==> config.mk <==
export PLATFORM = sky130hd
export DESIGN_NAME = param_serial_subtractor
export DESIGN_NICKNAME = d
export VERILOG_FILES = /design/src/rtl/param_serial_subtractor.sv
export SDC_FILE = /design/constraint.sdc
export NUM_CORES = 1
export LEC_CHECK = 0
export BUFFER_PORTS_ARGS = -buffer_cell sky130_fd_sc_hd__buf_2
export CAP_MARGIN = 20
export CORE_ASPECT_RATIO = 0.8
export CORE_MARGIN = 3
export CORE_UTILIZATION = 50
export CTS_BUF_LIST = sky130_fd_sc_hd__clkbuf_8
export CTS_CLUSTER_DIAMETER = 40
export DETAILED_ROUTE_END_ITERATION = 10
export PLACE_DENSITY = 0.72
export SYNTH_ARGS = -nofsm -noshare
export SYNTH_HDL_FRONTEND = slang
export SYNTH_SLANG_ARGS = --single-unit
==> constraint.sdc <==
create_clock -name clk -period 2.2 [get_ports clk]
set_input_delay 0.11 -clock clk [delete_from_list [all_inputs] [get_ports clk]]
set_output_delay 0.11 -clock clk [all_outputs]
set_load 0.02 [all_outputs]
==> src/rtl/param_serial_subtractor.sv <==
// Bit-serial a - b, LSB first, one bit per clock with a start/done handshake.
// Produces a WIDTH-bit difference and a borrow-out that appear only at completion.
module param_serial_subtractor #(
    parameter int unsigned WIDTH = 4
) (
    input  logic             clk,
    input  logic             rst_n,
    input  logic             start,
    input  logic [WIDTH-1:0] a,
    input  logic [WIDTH-1:0] b,
    output logic             busy,
    output logic             done,
    output logic [WIDTH-1:0] d,
    output logic             bout
);

    localparam int unsigned CW = $clog2(WIDTH) + 1;

    localparam logic [1:0] S_IDLE = 2'd0;
    localparam logic [1:0] S_RUN  = 2'd1;
    localparam logic [1:0] S_DONE = 2'd2;

    logic [1:0]       state;
    logic [1:0]       state_nx;
    logic [WIDTH-1:0] a_sr;
    logic [WIDTH-1:0] b_sr;
    logic [WIDTH-1:0] res;
    logic             br;
    logic [CW-1:0]    cnt;

    logic             accept;
    logic             last;
    logic             d_bit;
    logic             br_nx;
    logic [WIDTH:0]   res_ext;

    // Next-state, handshake decode and the single-bit subtract slice
    always_comb begin
        state_nx = state;
        accept   = 1'b0;
        last     = (cnt == CW'(WIDTH - 1));
        d_bit    = a_sr[0] ^ b_sr[0] ^ br;
        br_nx    = (~a_sr[0] & b_sr[0]) | (~(a_sr[0] ^ b_sr[0]) & br);
        res_ext  = {d_bit, res};
        case (state)
            S_IDLE: begin
                if (start) begin
                    accept   = 1'b1;
                    state_nx = S_RUN;
                end
            end
            S_RUN: begin
                if (last) begin
                    state_nx = S_DONE;
                end
            end
            S_DONE: begin
                if (start) begin
                    accept   = 1'b1;
                    state_nx = S_RUN;
                end else begin
                    state_nx = S_IDLE;
                end
            end
            default: state_nx = S_IDLE;
        endcase
    end

    always_ff @(posedge clk or negedge rst_n) begin
        if (!rst_n) begin
            state <= S_IDLE;
        end else begin
            state <= state_nx;
        end
    end

    // Operand shifters, borrow flop, bit counter and MSB-in result register
    always_ff @(posedge clk or negedge rst_n) begin
        if (!rst_n) begin
            a_sr <= '0;
            b_sr <= '0;
            res  <= '0;
            br   <= 1'b0;
            cnt  <= '0;
        end else if (accept) begin
            a_sr <= a;
            b_sr <= b;
            res  <= '0;
            br   <= 1'b0;
            cnt  <= '0;
        end else if (state == S_RUN) begin
            a_sr <= a_sr >> 1;
            b_sr <= b_sr >> 1;
            res  <= res_ext[WIDTH:1];
            br   <= br_nx;
            cnt  <= cnt + CW'(1);
        end
    end

    // Outputs: d/bout load only on the edge that completes the last bit
    always_ff @(posedge clk or negedge rst_n) begin
        if (!rst_n) begin
            busy <= 1'b0;
            done <= 1'b0;
            d    <= '0;
            bout <= 1'b0;
        end else begin
            busy <= (state_nx == S_RUN);
            done <= (state_nx == S_DONE);
            if ((state == S_RUN) && last) begin
                d    <= res_ext[WIDTH:1];
                bout <= br_nx;
            end
        end
    end

endmodule

==> results.json <==
{
  "status": "finished clean",
  "r2r-end": "res[2]$_DFFE_PN0P_",
  "cp_cell_sequence": "nor2b_2 -> nor2_2 -> a22o_1",
  "num-nets-final": 116,
  "synth_area_per_cell_um2": 13.0,
  "place_area_um2": 1160,
  "cts.sinks": 24,
  "min_path_type": "in -> reg",
  "tightestPinTransition_ps": 527,
  "grt_start_max_net_pins": 25,
  "synth_area_um2": 1070,
  "die_area_um2": 2730,
  "ant_nets": 0,
  "grtUsageTotal_pct": 15.5,
  "final_area_um2": 1210,
  "dpl.hpwl_um": 1290,
  "synth-seq-area-share_pct": 56.3,
  "finalCritPeriodShare_pct": 65.2,
  "setup_violations": 0,
  "reg2reg_depth": 3,
  "p_total_mw": 1.80,
  "cts_tree": "built",
  "num_rows": 14,
  "fin_crit_ps": 1430,
  "cap_violations": 0,
  "power_leakage_nw": 0.607,
  "worstPathRequired_ps": 2350,
  "drc_errors": 0,
  "slew_headroom_pct": 64.8,
  "ir_worst_vdd_uv": 949,
  "cp.arrival_ps": 1590,
  "hp-start": "b[3]",
  "r2r_setup_slack_ps": 770,
  "die_height_um": 47.3,
  "final.setup_skew_ps": 1.69,
  "cp_max_fo": 13,
  "vias": 679,
  "areaGrowthSynthToFinish_pct": 13.2,
  "diodes": 0,
  "grt_overflow_total": 0,
  "synth_cell_types": 26,
  "fmax_mhz": 697,
  "grt_pass1_vias": 627,
  "drt_wl_total_um": 1810,
  "drt_iter0_drc": 10,
  "final_layout_size_suffix_gt1_share_pct": 32.0,
  "coreArea_um2": 1940,
  "timing.rr.start": "state[0]$_DFF_PN0_",
  "h-tree-depth": 1,
  "synth_seq_cells": 24,
  "insertion_delay_ps": 260,
  "die_w_um": 57.7,
  "holdPathEnd": "b_sr[3]$_DFFE_PN0P_",
  "portBuffers": 17,
  "routedWlPerCell_um": 14.6,
  "rsz0062_at_grt": "no",
  "ctsLongestPathBuffers": 2,
  "start_util_pct": 54.9,
  "whs_path_depth": 2,
  "worstSetupPathType": "reg -> reg",
  "synth_warnings": 0,
  "hold_violations": 0,
  "grt_antenna_before_repair": 0,
  "setup_tns_ps": 0,
  "clkSlewWorstSetupHoldPaths_ps": 80,
  "critPathLaunchType": "register",
  "cts_buffers": 3,
  "mostFrequentLayoutCells": "24 x dfrtp_1, 17 x buf_2, 8 x a22o_1",
  "cts-root-buf": "clkbuf_8",
  "end_kind": "register",
  "viasPerCell": 5.48,
  "synthesis.nets": 96,
  "cp_slowest_cell": "dfrtp_1",
  "ios": 18,
  "grt_pass1_wl_um": 3010,
  "final_common_cell": "dfrtp_1",
  "finalMaxSlewViolations": 0,
  "dr.pass1.iters": 4,
  "routabilityCongestion": 0.735,
  "power_density_nw_per_um2": 1490,
  "max_stage_delay_ps": 620,
  "synthCells": 82
}
stage by stage:
stage	cells	setup WS [ps]	hold slack, ps	utilization (%)
2_1_floorplan	82	843	-186	-
3_3_place_gp	120	810	114	59.5
3_5_place_dp	120	772	116	59.5
4_1_cts	124	755	73.5	62.2
5_1_grt	124	679	78.3	62.2
6_report	124	766	77.6	62.2
report_power, final:
group          total, mW  switching (mW)  internal [mW]  leakage [nW]
Combinational      0.758           0.372          0.385         0.286
Sequential         0.799           0.161          0.639         0.299
Clock              0.247           0.125          0.122        0.0216
Total               1.80           0.658           1.15         0.607
area by class of cell:
type	instances	area [um2]
sequential	24	601
tap	24	30.0
fill	155	736
timing repair buffer	19	103
inverter	4	15.0
clock buffer	3	41.3
multi-input combinational	50	419
synthesized netlist by cell type:
| master | count | area (um2) |
|---|---|---|
| a22o_1 | 8 | 70.1 |
| o2bb2ai_1 | 1 | 8.76 |
| nand2b_1 | 1 | 6.26 |
| buf_6 | 2 | 22.5 |
| nand2_1 | 1 | 3.75 |
| dfrtp_1 | 24 | 601 |
| nor2b_1 | 2 | 12.5 |
| xnor2_1 | 1 | 8.76 |
| o22ai_1 | 5 | 31.3 |
| mux2i_1 | 2 | 20.0 |
| nand2b_2 | 1 | 8.76 |
| fa_1 | 1 | 20.0 |
| mux2_4 | 5 | 75.1 |
| clkbuf_2 | 1 | 5.00 |
| a21oi_1 | 2 | 10.0 |
| a211oi_1 | 1 | 7.51 |
| buf_2 | 1 | 5.00 |
| mux2_2 | 2 | 22.5 |
| ha_1 | 2 | 25.0 |
| nor2_2 | 1 | 6.26 |
| inv_1 | 4 | 15.0 |
| nor2b_2 | 1 | 8.76 |
| nor2_1 | 5 | 18.8 |
| nand3b_4 | 1 | 20.0 |
| o21ai_0 | 3 | 15.0 |
| nor3_1 | 4 | 20.0 |
state kept, by name, indices dropped and copies added (netlist names):
register  cells
b_sr          4
d             4
bout          1
br            1
state         2
done          1
cnt           3
a_sr          4
busy          1
res           3
worst max-delay path, delay by kind of cell, from the launching register on:
| family | cells | cell delay [ps] |
|---|---|---|
| flip-flops | 1 | 620 |
| AND/OR/NAND/NOR | 2 | 520 |
| AO/OA/AOI/OAI | 1 | 190 |
layer usage:
| layer | vias to the layer above | share of wire (%) | GRT usage [%] |
|---|---|---|---|
| met3 | 4 | 5.7 | 4.95 |
| met5 | - | 0 | 0 |
| li1 | 329 | - | - |
| met4 | 0 | 1.5 | 6.94 |
| met2 | 17 | 43 | 23.0 |
| met1 | 329 | 50 | 21.1 |
worst max path at each step:
stage                                   start                  to  slack [ps]  depth (start not counted)
after floorplan            cnt[0]$_DFFE_PN0P_    bout$_DFFE_PN0P_         840                          4
after global placement    b_sr[0]$_DFFE_PN0P_      br$_DFFE_PN0P_         810                          3
after detailed placement   cnt[0]$_DFFE_PN0P_    d[1]$_DFFE_PN0P_         770                          4
after CTS                  cnt[0]$_DFFE_PN0P_    d[1]$_DFFE_PN0P_         760                          4
after global routing       state[0]$_DFF_PN0_  res[2]$_DFFE_PN0P_         680                          3
final                      state[0]$_DFF_PN0_  res[2]$_DFFE_PN0P_         770                          3
what timing repair did:
| item | 4_1_cts | 5_1_grt |
|---|---|---|
| hold buffers | 1 | 0 |
| hold endpoints to repair | 24 | 0 |
| buffers inserted | 0 | 0 |
| resized for setup | 0 | 0 |
| endpoints found under the setup margin | 0 | 0 |
cell families (layout without fill, tap and decap cells):
logic type,after synthesis,in the layout,share of synthesized area (%)
and+or+nand+nor,17,17,9.85
xor gates and xnor gates,1,1,0.821
buffers and inverters,8,26,4.45
adders and majority gates,3,3,4.22
AOI/OAI and AO/OA,20,20,13.4
DFF,24,24,56.3
muxes,9,9,11.0
(Power assumes the default switching activity.)
